===== src/rtl/riscv_pkg.sv =====
// rtl/riscv_pkg.sv - shared execute-stage encodings and the EX/MEM register layout
package riscv_pkg;

    localparam int DATA_WIDTH = 32;

    typedef enum logic [3:0] {
        ALU_ADD    = 4'd0,
        ALU_SUB    = 4'd1,
        ALU_SLL    = 4'd2,
        ALU_SLT    = 4'd3,
        ALU_SLTU   = 4'd4,
        ALU_XOR    = 4'd5,
        ALU_SRL    = 4'd6,
        ALU_SRA    = 4'd7,
        ALU_OR     = 4'd8,
        ALU_AND    = 4'd9,
        ALU_PASS_B = 4'd10
    } alu_op_e;

    localparam logic [1:0] SEL1_RS1 = 2'd0;
    localparam logic [1:0] SEL1_PC  = 2'd1;
    localparam logic [1:0] SEL2_RS2 = 2'd0;
    localparam logic [1:0] SEL2_IMM = 2'd1;

    localparam logic [2:0] BR_BEQ  = 3'b000;
    localparam logic [2:0] BR_BNE  = 3'b001;
    localparam logic [2:0] BR_BLT  = 3'b100;
    localparam logic [2:0] BR_BGE  = 3'b101;
    localparam logic [2:0] BR_BLTU = 3'b110;
    localparam logic [2:0] BR_BGEU = 3'b111;

    typedef struct packed {
        logic [DATA_WIDTH-1:0] alu_result;
        logic [DATA_WIDTH-1:0] store_data;
        logic [DATA_WIDTH-1:0] pc4;
        logic [4:0]            rd_add;
        logic [3:0]            mem_op;
        logic [1:0]            sel_to_reg;
        logic                  regwrite;
        logic                  rd_en;
        logic                  wr_en;
        logic                  branch;
        logic                  jump;
        logic                  zero;
    } exmem_t;

endpackage


===== src/rtl/alu.sv =====
// rtl/alu.sv - combinational integer ALU for the execute stage
module alu
    import riscv_pkg::*;
(
    input  logic [DATA_WIDTH-1:0] a_i,
    input  logic [DATA_WIDTH-1:0] b_i,
    input  logic [3:0]            alu_op_i,
    output logic [DATA_WIDTH-1:0] result_o,
    output logic                  zero_o
);

    logic [4:0] shamt;

    assign shamt = b_i[4:0];

    // Operation select; unassigned opcodes produce zero
    always_comb begin
        result_o = '0;
        case (alu_op_i)
            ALU_ADD:    result_o = a_i + b_i;
            ALU_SUB:    result_o = a_i - b_i;
            ALU_SLL:    result_o = a_i << shamt;
            ALU_SLT:    result_o = {{(DATA_WIDTH-1){1'b0}}, ($signed(a_i) < $signed(b_i))};
            ALU_SLTU:   result_o = {{(DATA_WIDTH-1){1'b0}}, (a_i < b_i)};
            ALU_XOR:    result_o = a_i ^ b_i;
            ALU_SRL:    result_o = a_i >> shamt;
            ALU_SRA:    result_o = $unsigned($signed(a_i) >>> shamt);
            ALU_OR:     result_o = a_i | b_i;
            ALU_AND:    result_o = a_i & b_i;
            ALU_PASS_B: result_o = b_i;
            default:    result_o = '0;
        endcase
    end

    assign zero_o = (result_o == '0);

endmodule


===== src/rtl/ex_stage.sv =====
// rtl/ex_stage.sv - execute stage: operand forwarding, ALU, branch resolution, EX/MEM register
module ex_stage #(
    parameter int DATA_WIDTH = 32
) (
    input  logic                  clk,
    input  logic                  rst_n,
    input  logic                  stall_i,
    input  logic                  flush_i,
    input  logic [DATA_WIDTH-1:0] ID_pc_i,
    input  logic [DATA_WIDTH-1:0] ID_imm_i,
    input  logic [DATA_WIDTH-1:0] ID_rs1_data_i,
    input  logic [DATA_WIDTH-1:0] ID_rs2_data_i,
    input  logic [4:0]            ID_rs1_add_i,
    input  logic [4:0]            ID_rs2_add_i,
    input  logic [4:0]            ID_rd_add_i,
    input  logic [3:0]            ID_alu_op_i,
    input  logic [1:0]            ID_alu_sel1_i,
    input  logic [1:0]            ID_alu_sel2_i,
    input  logic [3:0]            ID_mem_op_i,
    input  logic [1:0]            ID_sel_to_reg_i,
    input  logic                  ID_regwrite_i,
    input  logic                  ID_RD_en_i,
    input  logic                  ID_WR_en_i,
    input  logic                  ID_branch_i,
    input  logic                  ID_jump_i,
    input  logic                  ID_pc_sel_i,
    input  logic                  WB_regwrite_i,
    input  logic [4:0]            WB_rd_add_i,
    input  logic [DATA_WIDTH-1:0] WB_data_i,
    output logic                  EX_redirect_o,
    output logic [DATA_WIDTH-1:0] EX_target_o,
    output logic [DATA_WIDTH-1:0] EX_ALU_result_o,
    output logic [DATA_WIDTH-1:0] EX_store_data_o,
    output logic [DATA_WIDTH-1:0] EX_pc4_o,
    output logic [4:0]            EX_rd_add_o,
    output logic [3:0]            EX_mem_op_o,
    output logic [1:0]            EX_sel_to_reg_o,
    output logic                  EX_regwrite_o,
    output logic                  EX_RD_en_o,
    output logic                  EX_WR_en_o,
    output logic                  EX_branch_o,
    output logic                  EX_jump_o,
    output logic                  EX_zero_o
);

    import riscv_pkg::*;

    exmem_t                exmem_d;
    exmem_t                exmem_q;
    logic                  ex_fwd_ok;
    logic                  wb_fwd_ok;
    logic [DATA_WIDTH-1:0] rs1_fwd;
    logic [DATA_WIDTH-1:0] rs2_fwd;
    logic [DATA_WIDTH-1:0] op_a;
    logic [DATA_WIDTH-1:0] op_b;
    logic [DATA_WIDTH-1:0] alu_result;
    logic                  alu_zero;
    logic [DATA_WIDTH-1:0] jalr_sum;
    logic                  br_cond;

    // A load in EX/MEM has no data yet; load-use hazards are stalled upstream
    assign ex_fwd_ok = exmem_q.regwrite & ~exmem_q.rd_en & (exmem_q.rd_add != 5'd0);
    assign wb_fwd_ok = WB_regwrite_i & (WB_rd_add_i != 5'd0);

    // Operand forwarding: x0 reads zero, then the younger EX/MEM result, then WB
    always_comb begin
        rs1_fwd = ID_rs1_data_i;
        if (ID_rs1_add_i == 5'd0)
            rs1_fwd = '0;
        else if (ex_fwd_ok && (exmem_q.rd_add == ID_rs1_add_i))
            rs1_fwd = exmem_q.alu_result;
        else if (wb_fwd_ok && (WB_rd_add_i == ID_rs1_add_i))
            rs1_fwd = WB_data_i;

        rs2_fwd = ID_rs2_data_i;
        if (ID_rs2_add_i == 5'd0)
            rs2_fwd = '0;
        else if (ex_fwd_ok && (exmem_q.rd_add == ID_rs2_add_i))
            rs2_fwd = exmem_q.alu_result;
        else if (wb_fwd_ok && (WB_rd_add_i == ID_rs2_add_i))
            rs2_fwd = WB_data_i;
    end

    // ALU operand selection; unused select codes give constants (0 for A, 4 for B)
    always_comb begin
        case (ID_alu_sel1_i)
            SEL1_RS1: op_a = rs1_fwd;
            SEL1_PC:  op_a = ID_pc_i;
            default:  op_a = '0;
        endcase
        case (ID_alu_sel2_i)
            SEL2_RS2: op_b = rs2_fwd;
            SEL2_IMM: op_b = ID_imm_i;
            default:  op_b = DATA_WIDTH'(4);
        endcase
    end

    alu u_alu (
        .a_i      (op_a),
        .b_i      (op_b),
        .alu_op_i (ID_alu_op_i),
        .result_o (alu_result),
        .zero_o   (alu_zero)
    );

    // Branch condition from funct3 carried in mem_op[2:0]
    always_comb begin
        br_cond = 1'b0;
        case (ID_mem_op_i[2:0])
            BR_BEQ:  br_cond = (rs1_fwd == rs2_fwd);
            BR_BNE:  br_cond = (rs1_fwd != rs2_fwd);
            BR_BLT:  br_cond = ($signed(rs1_fwd) < $signed(rs2_fwd));
            BR_BGE:  br_cond = ($signed(rs1_fwd) >= $signed(rs2_fwd));
            BR_BLTU: br_cond = (rs1_fwd < rs2_fwd);
            BR_BGEU: br_cond = (rs1_fwd >= rs2_fwd);
            default: br_cond = 1'b0;
        endcase
    end

    assign jalr_sum      = rs1_fwd + ID_imm_i;
    assign EX_target_o   = ID_pc_sel_i ? {jalr_sum[DATA_WIDTH-1:1], 1'b0} : (ID_pc_i + ID_imm_i);
    assign EX_redirect_o = ~flush_i & ~stall_i & (ID_jump_i | (ID_branch_i & br_cond));

    // Next EX/MEM contents: stall holds, flush turns the instruction into a bubble
    always_comb begin
        exmem_d = exmem_q;
        if (!stall_i) begin
            exmem_d.alu_result = alu_result;
            exmem_d.store_data = rs2_fwd;
            exmem_d.pc4        = ID_pc_i + DATA_WIDTH'(4);
            exmem_d.rd_add     = ID_rd_add_i;
            exmem_d.mem_op     = ID_mem_op_i;
            exmem_d.sel_to_reg = ID_sel_to_reg_i;
            exmem_d.regwrite   = ID_regwrite_i;
            exmem_d.rd_en      = ID_RD_en_i;
            exmem_d.wr_en      = ID_WR_en_i;
            exmem_d.branch     = ID_branch_i;
            exmem_d.jump       = ID_jump_i;
            exmem_d.zero       = alu_zero;
            if (flush_i) begin
                exmem_d.mem_op     = '0;
                exmem_d.sel_to_reg = '0;
                exmem_d.regwrite   = 1'b0;
                exmem_d.rd_en      = 1'b0;
                exmem_d.wr_en      = 1'b0;
                exmem_d.branch     = 1'b0;
                exmem_d.jump       = 1'b0;
                exmem_d.zero       = 1'b0;
            end
        end
    end

    // EX/MEM pipeline register
    always_ff @(posedge clk or negedge rst_n) begin
        if (!rst_n)
            exmem_q <= '0;
        else
            exmem_q <= exmem_d;
    end

    assign EX_ALU_result_o = exmem_q.alu_result;
    assign EX_store_data_o = exmem_q.store_data;
    assign EX_pc4_o        = exmem_q.pc4;
    assign EX_rd_add_o     = exmem_q.rd_add;
    assign EX_mem_op_o     = exmem_q.mem_op;
    assign EX_sel_to_reg_o = exmem_q.sel_to_reg;
    assign EX_regwrite_o   = exmem_q.regwrite;
    assign EX_RD_en_o      = exmem_q.rd_en;
    assign EX_WR_en_o      = exmem_q.wr_en;
    assign EX_branch_o     = exmem_q.branch;
    assign EX_jump_o       = exmem_q.jump;
    assign EX_zero_o       = exmem_q.zero;

endmodule


===== config.mk =====
export PLATFORM = sky130hd
export DESIGN_NAME = ex_stage
export DESIGN_NICKNAME = d
export VERILOG_FILES = /design/src/rtl/riscv_pkg.sv /design/src/rtl/alu.sv /design/src/rtl/ex_stage.sv
export SDC_FILE = /design/constraint.sdc
export NUM_CORES = 1
export LEC_CHECK = 0
export ABC_CLOCK_PERIOD_IN_PS = 18300
export BUFFER_PORTS_ARGS = -buffer_cell sky130_fd_sc_hd__buf_2
export CORE_UTILIZATION = 40
export CTS_BUF_LIST = sky130_fd_sc_hd__clkbuf_8 sky130_fd_sc_hd__clkbuf_16
export DETAILED_ROUTE_END_ITERATION = 8
export PLACE_DENSITY_LB_ADDON = 0.25
export SYNTH_ARGS = -nofsm -noshare
export SYNTH_HDL_FRONTEND = slang
export SYNTH_SLANG_ARGS = --single-unit

===== constraint.sdc =====
create_clock -name clk -period 18.3 [get_ports clk]
set_input_delay 1.83 -clock clk [delete_from_list [all_inputs] [get_ports clk]]
set_output_delay 1.83 -clock clk [all_outputs]
set_load 0.05 [all_outputs]

==> flow_summary.json <==
{
  "status": "finished clean",
  "io_pins": 351,
  "fin_ws_ps": 8750,
  "hold_start": "EX_WR_en_o",
  "netlist_instances": 2835,
  "yosys.area_share.simple": 0.209,
  "first_global_vias": 24100,
  "hold_buffers": 0,
  "rsz0062_at_grt": "no",
  "grt_overflow": 0,
  "max_slew.worst_pin.slew_ps": 1350,
  "synthMuxAreaShare": 0.0954,
  "numCtsBuffers": 17,
  "postSynth.asyncResetShare": 1.00,
  "grt_first_pass_wirelength_um": 164000,
  "root_buffer": "clkbuf_16",
  "dp_slack_ps": 8870,
  "die_h_um": 229,
  "synth-seq-cells": 113,
  "track_usage": 0.422,
  "fin_nets": 3479,
  "clk_pin_slew_ps": 60,
  "drc": 0,
  "place_congestion": 1.09,
  "wl_um": 114000,
  "yosys.area_share.xor_xnor": 0.0460,
  "htree_levels": 4,
  "tns_ps": 0,
  "min_path_type": "reg2reg",
  "cts_setup_buffers": 0,
  "cellPowerDensity_mw_per_mm2": 69.6,
  "area_delta_synth_final_pct": 13.9,
  "worst-setup-path-type": "in2out",
  "finalMaxSlewViolations": 0,
  "worstPathRequired_ps": 16470,
  "wl_per_cell_um": 30.3,
  "yosysSeqAreaShare": 0.138,
  "timing_hold_violations_final": 0,
  "slew_headroom": 0.0867,
  "vias": 25400,
  "crit_path_end_kind": "output pin",
  "synthTopCellsByArea": "dfrtp_1 (14%), ha_1 (12%), mux2i_1 (7.0%)",
  "via_per_inst": 6.75,
  "yosysWarnings": 0,
  "fin_crit_ps": 9550,
  "synth_compound_area_frac": 0.329,
  "post-place-cells": 3727,
  "critical_path.startpoint_type": "input pin",
  "arrival_ps": 7720,
  "max_freq_mhz": 105,
  "start_util": 0.408,
  "synth_edf_count": 0,
  "ant_nets": 0,
  "r2r_slack_ps": 10040,
  "core_area_mm2": 0.0504,
  "clock-sinks": 113,
  "clk_path_buf_depth": 2,
  "peakVddDrop_mv": 0.0652,
  "layout-drive-gt1-share": 0.182,
  "cap_violations": 0,
  "r2r_cells": 24,
  "drt_iter0_markers": 2952,
  "grt_max_degree": 95,
  "synth_cell_types": 105,
  "setup_violations": 0,
  "die_area_mm2": 0.0523,
  "synthAdderAreaFrac": 0.123,
  "num_rows": 82,
  "period_share": 0.522,
  "dp_hpwl_um": 90500,
  "setup.worst_path.end": "EX_target_o[28]",
  "worstPathMaxFanout": 26,
  "avgSynthCellArea_um2": 7.24,
  "crit_start": "WB_rd_add_i[4]",
  "drtPass1Iterations": 6,
  "cts_resized": 0,
  "dieWidth_um": 229,
  "synth.top_cell.area_share": 0.138,
  "synth_area_leader_cell": "dfrtp_1",
  "netlist_area_mm2": 0.0205,
  "final.setup_skew_ps": 18.6,
  "layout.cells.non_filler": 3762,
  "ys.flop_type": "dfrtp_1",
  "fillCellCount": 5244,
  "reg2reg_to": "EX_zero_o",
  "p_leak_uw": 0.0105,
  "synth_top_family_by_area": "compound AO/OA/AOI/OAI gates",
  "reg2reg_from": "EX_RD_en_o",
  "cts_tree": "built",
  "synth_nets": 3239,
  "port_buffers": 350,
  "antenna_found_initial": 2,
  "worstSkewPairLatency_ps": 450
}
cells by family (layout without fill, tap and decap cells):
family          count (synthesis)  in the layout
compound gates               1001           1001
xor+xnor                      107            107
mux                           189            189
other cells                     0              2
flops                         113            113
simple gates                  919            919
fa+ha+maj                     199            199
buf+inv                       307            560
placed cells by master, fill, tap and decap left out, drive strengths merged, types with 14 or more instances in the layout:
| cell | netlist | final |
|---|---|---|
| nand2 | 318 | 318 |
| a21oi | 214 | 214 |
| nor2 | 239 | 239 |
| or3 | 32 | 32 |
| a31oi | 32 | 32 |
| a22oi | 22 | 22 |
| nand4 | 33 | 33 |
| mux2i | 145 | 145 |
| a21o | 42 | 42 |
| a32oi | 22 | 22 |
| xor2 | 47 | 47 |
| xnor2 | 60 | 60 |
| a2111oi | 14 | 14 |
| o21a | 30 | 30 |
| buf | 66 | 403 |
| o211ai | 67 | 67 |
| o21ai | 240 | 240 |
| nand3 | 70 | 70 |
| a221oi | 19 | 19 |
| o31ai | 20 | 20 |
| o22ai | 45 | 45 |
| a211oi | 65 | 65 |
| nor3 | 62 | 62 |
| o221ai | 22 | 22 |
| nor4 | 14 | 14 |
| clkbuf | 116 | 18 |
| o21bai | 20 | 20 |
| inv | 125 | 128 |
| mux2 | 44 | 44 |
| nor2b | 37 | 37 |
| nand2b | 39 | 39 |
| ha | 195 | 195 |
| a211o | 15 | 15 |
| dfrtp | 113 | 113 |
| or2 | 20 | 20 |
power by group:
group          switching (µW)  internal [µW]  total [µW]
Combinational             683            277         960
Clock                     145            192         336
Sequential               50.3            282         332
critical path, cell delays in order:
cell	delay, ps
buf_2	130
or4_4	540
o21a_1	410
nand3_2	130
buf_4	450
mux2i_1	180
a211oi_1	550
fa_1	330
a21o_1	120
a21oi_1	120
o21a_1	200
nor3_1	450
a41o_1	300
nand2_1	100
o2111ai_1	350
nand2_1	140
o2111ai_1	240
o211ai_1	200
nor2b_1	160
o21ai_0	70
nor2b_1	140
xor2_1	140
mux2i_1	120
buf_2	280
flip-flops by register name (all words and copies together), names as in the netlist:
signal,cells
EX_ALU_result_o,32
EX_pc4_o,32
EX_store_data_o,32
EX_rd_add_o,5
EX_mem_op_o,4
EX_sel_to_reg_o,2
EX_RD_en_o,1
EX_WR_en_o,1
EX_branch_o,1
EX_jump_o,1
EX_regwrite_o,1
EX_zero_o,1
area by class of cell:
class | instances | area (µm²) | area share
tap | 672 | 841 | 0.0359
sequential | 113 | 2830 | 0.121
antenna | 2 | 5.00 | 0.000214
timing repair buffer | 403 | 2160 | 0.0923
clock inverter | 14 | 134 | 0.00572
clock buffer | 18 | 439 | 0.0188
inverter | 125 | 474 | 0.0203
multi-input combinational | 2415 | 16500 | 0.706
cells in the mapped netlist (all sizes together), types with 15 or more instances:
cell / count
a32oi: 22
ha: 195
nand3: 70
nand2b: 39
nand4: 33
nor2b: 37
a21oi: 214
or3: 32
xnor2: 60
nor2: 239
o31ai: 20
inv: 125
o22ai: 45
o21ai: 240
a21o: 42
dfrtp: 113
xor2: 47
a22oi: 22
a221oi: 19
a31oi: 32
o221ai: 22
o21bai: 20
clkbuf: 116
o211ai: 67
o21a: 30
nand2: 318
mux2i: 145
buf: 66
a211oi: 65
or2: 20
a211o: 15
mux2: 44
nor3: 62
how the worst min path moves through the flow:
stage	endpoint	slack (ps)	depth (start not counted)
after floorplan	EX_regwrite_o	760	2
after global placement	EX_pc4_o[11]	460	2
after detailed placement	EX_pc4_o[11]	470	2
after CTS	EX_pc4_o[11]	480	2
after global routing	EX_pc4_o[31]	500	2
final	EX_WR_en_o	480	2
layer usage:
| layer | part of all wire | GRT usage |
|---|---|---|
| met5 | 0.000079 | 0 |
| met4 | 0.063 | 0.232 |
| met3 | 0.10 | 0.0879 |
| met2 | 0.45 | 0.675 |
| met1 | 0.39 | 0.527 |
metrics by stage:
| stage | area [µm²] | hold WS, ps | util | total power, µW |
|---|---|---|---|---|
| 2_1_floorplan | 20500 | 764 | - | 931 |
| 3_3_place_gp | 22800 | 461 | 0.453 | 1260 |
| 3_5_place_dp | 22800 | 469 | 0.453 | 1260 |
| 4_1_cts | 23400 | 485 | 0.464 | 1600 |
| 5_1_grt | 23400 | 503 | 0.464 | 1690 |
| 6_report | 23400 | 481 | 0.464 | 1630 |
Note: power is estimated with default switching activity, not from simulation.
